File: src/rtl/y86_status_pkg.sv
// Shared Y86 status codes and halt-controller state encodings.
// Also used by the SEQ status-update logic.
package y86_status_pkg;

  localparam int unsigned STAT_W  = 2;
  localparam int unsigned STATE_W = 2;

  localparam logic [STAT_W-1:0] STAT_AOK = 2'd0;
  localparam logic [STAT_W-1:0] STAT_HLT = 2'd1;
  localparam logic [STAT_W-1:0] STAT_ADR = 2'd2;
  localparam logic [STAT_W-1:0] STAT_INS = 2'd3;

  localparam logic [STATE_W-1:0] ST_IDLE  = 2'd0;
  localparam logic [STATE_W-1:0] ST_RUN   = 2'd1;
  localparam logic [STATE_W-1:0] ST_DRAIN = 2'd2;
  localparam logic [STATE_W-1:0] ST_STOP  = 2'd3;

  function automatic logic is_fault(input logic [STAT_W-1:0] stat);
    return stat != STAT_AOK;
  endfunction

endpackage

File: src/rtl/sat_counter.sv
// Saturating up-counter with synchronous clear; holds at all-ones.
module sat_counter #(
  parameter int unsigned CNT_W = 32
) (
  input  logic             clk,
  input  logic             rst_n,
  input  logic             clr,
  input  logic             inc,
  output logic [CNT_W-1:0] q
);

  always_ff @(posedge clk or negedge rst_n) begin
    if (!rst_n) begin
      q <= '0;
    end else if (clr) begin
      q <= '0;
    end else if (inc && (q != '1)) begin
      q <= q + CNT_W'(1);
    end
  end

endmodule

File: src/rtl/seq_halt_controller.sv
// SEQ halt controller: gates commits while status is AOK, freezes on the first
// fault or watchdog expiry, captures the faulting PC and reports done.
module seq_halt_controller
  import y86_status_pkg::*;
#(
  parameter int unsigned PC_W         = 64,
  parameter int unsigned CNT_W        = 32,
  parameter int unsigned MAX_CYCLES   = 4096,
  parameter int unsigned DRAIN_CYCLES = 2
) (
  input  logic              clk,
  input  logic              rst_n,
  input  logic              start,
  input  logic              clear,
  input  logic              instr_valid,
  input  logic [STAT_W-1:0] status_in,
  input  logic [PC_W-1:0]   pc_in,
  output logic              commit_en,
  output logic [STAT_W-1:0] status_out,
  output logic [PC_W-1:0]   fault_pc,
  output logic [CNT_W-1:0]  retired_cnt,
  output logic [CNT_W-1:0]  cycle_cnt,
  output logic              timeout,
  output logic              done,
  output logic              done_pulse
);

  localparam int unsigned DRAIN_W = (DRAIN_CYCLES < 2) ? 1 : $clog2(DRAIN_CYCLES);
  localparam int unsigned CMP_W   = (CNT_W > 32) ? CNT_W : 32;

  logic [STATE_W-1:0] state_q, state_d;
  logic [DRAIN_W-1:0] drain_cnt, drain_d;
  logic [STAT_W-1:0]  status_d;
  logic [PC_W-1:0]    fault_pc_d;
  logic               timeout_d;
  logic               done_d;
  logic               done_pulse_d;
  logic               cnt_clr;
  logic               retire_inc;
  logic               cycle_inc;
  logic               fault_now;
  logic               wd_hit;

  assign fault_now = instr_valid && is_fault(status_in);
  // Compare in a width wide enough for both the counter and the limit.
  assign wd_hit    = (CMP_W'(cycle_cnt) == CMP_W'(MAX_CYCLES - 1));

  sat_counter #(.CNT_W(CNT_W)) u_retired (
    .clk   (clk),
    .rst_n (rst_n),
    .clr   (cnt_clr),
    .inc   (retire_inc),
    .q     (retired_cnt)
  );

  sat_counter #(.CNT_W(CNT_W)) u_cycles (
    .clk   (clk),
    .rst_n (rst_n),
    .clr   (cnt_clr),
    .inc   (cycle_inc),
    .q     (cycle_cnt)
  );

  // Next-state, capture and commit-enable logic.
  always_comb begin
    state_d    = state_q;
    drain_d    = drain_cnt;
    status_d   = status_out;
    fault_pc_d = fault_pc;
    timeout_d  = timeout;
    cnt_clr    = 1'b0;
    retire_inc = 1'b0;
    cycle_inc  = 1'b0;
    commit_en  = 1'b0;

    case (state_q)
      ST_IDLE: begin
        if (start) begin
          state_d    = ST_RUN;
          cnt_clr    = 1'b1;
          status_d   = STAT_AOK;
          fault_pc_d = '0;
          timeout_d  = 1'b0;
        end
      end
      ST_RUN: begin
        cycle_inc = 1'b1;
        commit_en = !fault_now;
        drain_d   = '0;
        if (fault_now) begin
          status_d   = status_in;
          fault_pc_d = pc_in;
          state_d    = ST_DRAIN;
        end else begin
          retire_inc = instr_valid;
          if (wd_hit) begin
            timeout_d = 1'b1;
            state_d   = ST_DRAIN;
          end
        end
      end
      ST_DRAIN: begin
        if (drain_cnt == DRAIN_W'(DRAIN_CYCLES - 1)) begin
          state_d = ST_STOP;
        end else begin
          drain_d = drain_cnt + DRAIN_W'(1);
        end
      end
      ST_STOP: begin
        if (clear) begin
          state_d = ST_IDLE;
        end
      end
      default: begin
        state_d = ST_IDLE;
      end
    endcase

    done_d       = (state_d == ST_STOP);
    done_pulse_d = (state_q == ST_DRAIN) && (state_d == ST_STOP);
  end

  always_ff @(posedge clk or negedge rst_n) begin
    if (!rst_n) begin
      state_q    <= ST_IDLE;
      drain_cnt  <= '0;
      status_out <= STAT_AOK;
      fault_pc   <= '0;
      timeout    <= 1'b0;
      done       <= 1'b0;
      done_pulse <= 1'b0;
    end else begin
      state_q    <= state_d;
      drain_cnt  <= drain_d;
      status_out <= status_d;
      fault_pc   <= fault_pc_d;
      timeout    <= timeout_d;
      done       <= done_d;
      done_pulse <= done_pulse_d;
    end
  end

endmodule
File: config.mk
export PLATFORM = sky130hd
export DESIGN_NAME = seq_halt_controller
export DESIGN_NICKNAME = d
export VERILOG_FILES = /design/src/rtl/y86_status_pkg.sv /design/src/rtl/sat_counter.sv /design/src/rtl/seq_halt_controller.sv
export SDC_FILE = /design/constraint.sdc
export NUM_CORES = 1
export LEC_CHECK = 0
export BUFFER_PORTS_ARGS = -buffer_cell sky130_fd_sc_hd__buf_2
export CORE_AREA = 2 2 114 116
export DETAILED_ROUTE_END_ITERATION = 7
export DIE_AREA = 0 0 116 118
export HOLD_SLACK_MARGIN = 0.05
export PLACE_DENSITY = 0.9
export SYNTH_ARGS = -nofsm -noshare
export SYNTH_HDL_FRONTEND = slang
export SYNTH_HIERARCHICAL = 1
export SYNTH_SLANG_ARGS = --single-unit
File: constraint.sdc
create_clock -name clk -period 5.2 [get_ports clk]
set_clock_uncertainty 0.15 [all_clocks]
set_input_delay 0.52 -clock clk [delete_from_list [all_inputs] [get_ports clk]]
set_output_delay 0.52 -clock clk [all_outputs]
set_load 0.03 [all_outputs]
Word-level counts from Yosys, hierarchy flattened:

Cells that the tools add are included.
Widths: inputs -> output; s select.

* memories: 0
* ROM bits: 0
* bits in registers: 136
* bits in latches: 0
* logic and storage cells: 64
* RAM bits: 0
* output and inout port bits: 134
* bits of input ports: 71

* shift operators: 0
* divide/modulo/power cells: 0
* multipliers: 0
* reductions and logical operators: 13
* bitwise logic cells: 0
* equality and inequality tests: 11
* muxes and demuxes: 28
* add/subtract/negate cells: 3
* magnitude comparators: 0

Operator list (number)
* $mux 32: 4
* $mux 64: 2
* $pmux 64 s2: 1
* $add 32x1->32 const B: 2
* $ne 32x32->1 const B: 2
* $eq 32x12->1 const B: 1
* $mux 2: 7
* $mux 1: 10
* $reduce_bool 2->1: 5
* $ne 2x2->1 const B: 4
* $pmux 2 s4: 1
* $eq 2x2->1 const B: 3
* $logic_and 1x1->1: 4
* $pmux 1 s2: 2
* $pmux 2 s2: 1
* $reduce_and 4->1: 1
* $reduce_and 3->1: 1
* $eq 2x1->1 const B: 1
* $logic_not 2->1: 1
* $add 1x1->1 const B: 1
* $logic_not 1->1: 1

Depth between registers and ports, before layout:

* depth after elaboration: 7
* depth in mapped cells: 14
* mapped depth without buffers: 9

By module:

The synthesis kept the hierarchy.

By module, submodules not included
* seq_halt_controller: area an instance 3066.7 um2, seq. area each 1801.7 um2, instances 1, cells each 340
* sat_counter at u_retired: area an instance 1854.3 um2, seq. area each 800.8 um2, instances 1, cells each 198
* sat_counter at u_cycles: area an instance 1810.5 um2, seq. area each 800.8 um2, instances 1, cells each 194

Least setup slack after synthesis:

No wires, ideal clock.

* kind: register -> register
* from: register state_q[1]
* to: register u_retired.q[31]
* period minus slack after synthesis: 3.435 ns
* slack: 1.765 ns
* setup time: 0.125 ns
* arrival time: 3.160 ns
* stages on the path, launching flop included: 14
* required time: 4.925 ns
* path buffers: 4
* cells stage by stage: dfrtp_1 > inv_1 > ha_1 > clkbuf_1 > clkbuf_1 > clkbuf_1 > nand2_1 > nor3_1 > and3_1 > nand4_1 > a21o_1 > buf_2 > nor4_1 > mux2_2

* word-level cells in the longest chain between the ends: 4
* elaborated cells on any way between the ends: 7
* classes of those cells: 1 x eq/ne; 3 x mux; 3 x reduce/logical

Ends and longest elaborated chain
* start: declaration: RTL line seq_halt_controller.sv:31 `logic [STATE_W-1:0] state_q, state_d;`
* start signal: assignment: RTL line seq_halt_controller.sv:133 `state_q <= state_d;`
* $eq 2x1->1: RTL line seq_halt_controller.sv:76 `case (state_q)`
* $mux 1: RTL line seq_halt_controller.sv:76
* named net retire_inc: RTL line seq_halt_controller.sv:39 `logic retire_inc;`
* $logic_and 1x1->1: RTL line sat_counter.sv:17 `end else if (inc && (q != '1)) begin`
* $reduce_bool 2->1 (no line)
* end signal: assignment: RTL line sat_counter.sv:18 `q <= q + CNT_W'(1);`
* end: declaration: RTL line sat_counter.sv:9 `output logic [CNT_W-1:0] q`

The timed path passes the listed nets, and every way through them passes these cells.
A chain may end at the register's enable or synchronous reset.

Worst setup path in the final report:

* from: register state_q[1]
* to: register u_retired.q[29]

Same word-level chain as after synthesis.

==> out/summary.txt <==
CELLS AND AREA
--------------------------------------------------------------------------------------
Final standard cell area without fillers                                      8490 µm²
Antenna diode count                                                                  0
Final non-filler cell total                                                       1110
Fraction of final layout cells with drive strength greater than 1                29.6%
Storage element area                                                          3400 µm²
Commonest non-fill, non-tap cell in the layout                                   buf_2
Most used cells in the layout excluding fill and tap cells                buf_2 (203), nand2_1 (159), dfrtp_1 (136), o21ai_1 (68), nor2_1 (45)
Footprint of the multi-input gates                                            3120 µm²
Area delta synth->final                                                          26.2%
Final layout net count                                                            1003
Fill cell total of the finished layout                                             974

SETUP PATH
--------------------------------------------------------------------------------------
Critical path arrival                                                          3.81 ns
Kind of launch point of the worst setup path                                      flop
Data required, critical path                                                   5.35 ns
CP endpoint kind                                                                  flop
Setup CP Type                                                                  reg2reg
Crit path max fanout                                                                37

YOSYS
--------------------------------------------------------------------------------------
Top area cells in the synthesized netlist                                 dfrtp_1 (51%), nand2_1 (8.9%), o21ai_1 (5.1%)
Asr flop ratio synth                                                              100%
Number of distinct standard cells referenced by the synthesized netlist             63
Sequential fraction of the synthesis area                                        50.6%
Area of the mapped netlist                                                    6730 µm²
Area fraction of the dominant cell type after synthesis                          50.6%
Seq cells post-synth                                                               136
Library cell occupying the most area in the post-synthesis netlist             dfrtp_1
Synth Flop Type                                                                dfrtp_1
Gate Count Post-Synth                                                              732
Yosys Warn Count                                                                     6
Net count after synthesis                                                          809
Average size of a mapped cell                                                 9.20 µm²
Count of flip-flops with a built-in enable after synthesis                           0

STA
--------------------------------------------------------------------------------------
Final critical-path share of the clock period                                    70.4%
Max frequency                                                                0.273 GHz
Setup total negative slack                                                        0 ns
Number of pins exceeding their max-slew limit in the final report                    0
Count of endpoints failing setup in the final report                                 0
RSZ-0062 raised after global routing                                             false
Final Hold Violating Endpoints                                                       0
Period minus WS final                                                          3.66 ns
Worst max-slew margin expressed relative to the limit                            44.5%
Actual transition at the worst max-transition pin                             0.833 ns

ROUTING
--------------------------------------------------------------------------------------
Number of detailed-routing iterations run before antenna repair                      7
Count of antenna-violating nets left after detailed routing                          0
Detailed-route wire length per cell                                            15.8 µm
Via-per-instance ratio                                                            5.58
Total vias in the final route                                                     6199
Starting DRC count in detailed routing                                             608
DRC violation count after routing                                                    0
Final wirelength                                                               17.5 mm

GLOBAL ROUTE
--------------------------------------------------------------------------------------
Pin count of the biggest net entering global routing                                95
Wire length of the first global-routing pass                                   28.0 mm
Total overflow reported by the global router                                         0
Number of global-route vias before repair                                         5926
Number of antenna violations at the first check in global routing                    0
Global-route total usage across every layer                                      25.9%

PWR
--------------------------------------------------------------------------------------
Worst VDD drop                                                              0.000224 V
Leakage power figure                                                           4.13 nW
Power after layout                                                             4.09 mW
Total power density per cell area                                           482 nW/µm²

CLOCK TREE
--------------------------------------------------------------------------------------
CTS Buf Count                                                                       17
Maximum clock path buffer count                                                      2
Post-CTS setup buffer count                                                          0
CTS tree                                                                         built
Sink Count                                                                         136
Root cell of the clock tree                                                  clkbuf_16
Clock latency of the later-clocked register in the worst-skew pair             0.42 ns
Post-CTS resize count                                                                0
Depth of the CTS H-tree                                                              4
Clock-pin slew on the worst setup and hold paths                               0.06 ns
Hold-fix buffers, CTS                                                                0

FLOORPLAN
--------------------------------------------------------------------------------------
Die width                                                                       116 µm
Effective utilization at floorplan                                               54.2%
Cell Rows                                                                           41
Die area                                                                     13700 µm²
Core region area                                                             12400 µm²
Top-Level Pins                                                                     205
Die Y-Extent                                                                    118 µm

PLACEMENT
--------------------------------------------------------------------------------------
HPWL reported at the end of detailed placement                                 12.2 mm
Post-placement cell count                                                         1079
Last weighted congestion value of the routability-driven placer                  0.847
Post-Place Cell Area                                                          7870 µm²
Total of buffers placed on input and output ports                                  204

RUN
--------------------------------------------------------------------------------------
Maxcap violations                                                                    0

MIN PATH
--------------------------------------------------------------------------------------
Worst hold path type                                                          in2async

STATUS
--------------------------------------------------------------------------------------
Run status                                                                finished clean

critical path: stages, from the launching register on:
cell	delay, ns
dfrtp_1	0.43
inv_1	0.11
ha_2	0.66
nand2_1	0.13
nor3_1	0.46
and3_1	0.32
nand4_1	0.12
a21o_1	0.38
nor4_1	0.41
mux2_2	0.37
per-layer routing:
metal	up-vias	track usage, %	share of wire (%)
met1	2994	31.2	40
li1	2957	-	-
met3	41	7.16	6.9
met4	0	12.2	2.8
met2	207	42.5	50
met5	-	0	0
registers in the layout, summed over array words and instances, names as in the netlist:
name         flops
done             1
done_pulse       1
drain_cnt        1
fault_pc        64
state_q          2
status_out       2
timeout          1
u_cycles/q      32
u_retired/q     32
kinds of logic after synthesis:
kind of cell | share of synthesized area [%]
xor gates and xnor gates | 2.99
DFF | 50.6
adders and majority gates | 1.12
and+or+nand+nor | 25.9
AOI/OAI and AO/OA | 14.2
buffers and inverters | 3.36
muxes | 1.86
per-stage QoR:
step | utilization, % | hold WS, ns | setup slack, ns
final | 68.4 | 0.0371 | 1.54
after global routing | 68.4 | 0.0907 | 1.18
after CTS | 68.4 | 0.0670 | 1.59
after detailed placement | 63.4 | 0.320 | 1.63
after global placement | 63.4 | 0.313 | 1.85
after floorplan | - | 0.0744 | 1.77
final cells by class:
type / count / area share (%)
well taps: 172 / 2.53
clock buffers: 19 / 5.22
multi-input cells: 543 / 36.7
flip-flops and latches: 136 / 40.1
inverters: 18 / 0.796
clock inverters: 12 / 2.08
repair buffers: 210 / 12.6
path summary, 6_finish.rpt:
path | slack [ns] | endpoint | from | cells after the start
setup / recovery | 1.54 | u_retired/q[29] | state_q[1] | 9
hold / removal | 0.04 | u_retired/q[17] | rst_n | 1
setup reg to reg | 1.54 | u_retired/q[29] | state_q[1] | 9
hold reg to reg | 0.33 | fault_pc[56] | fault_pc[56] | 2
max in group asynchronous | 3.77 | fault_pc[59] | rst_n | 2
min in group clk | 0.19 | fault_pc[43] | pc_in[43] | 3
where the power goes:
group / total [mW] / internal, mW / leakage, nW / switching [mW]
registers: 1.40 / 1.27 / 1.86 / 0.126
clock network: 1.25 / 0.811 / 0.299 / 0.443
logic: 1.44 / 0.377 / 1.97 / 1.07
total: 4.09 / 2.46 / 4.13 / 1.63
synth_stat cells, types with 3 or more instances:
cell	n
nand2_1	159
dfrtp_1	136
o21ai_1	69
nor2_1	45
a21oi_1	32
nand3_1	23
clkbuf_1	22
o21ai_0	19
or3_1	18
inv_1	17
nand4_1	17
xnor2_1	16
and3_1	14
buf_2	10
nor2b_1	10
nor3_1	10
nor4_1	10
mux2_2	8
a211oi_1	7
xor2_1	7
ha_1	6
nor4_2	6
o31ai_1	6
or4_1	6
and2_1	5
a21o_1	3
a31o_2	3
nand3b_1	3
or4_4	3
Power figures use the tool's default switching activity.
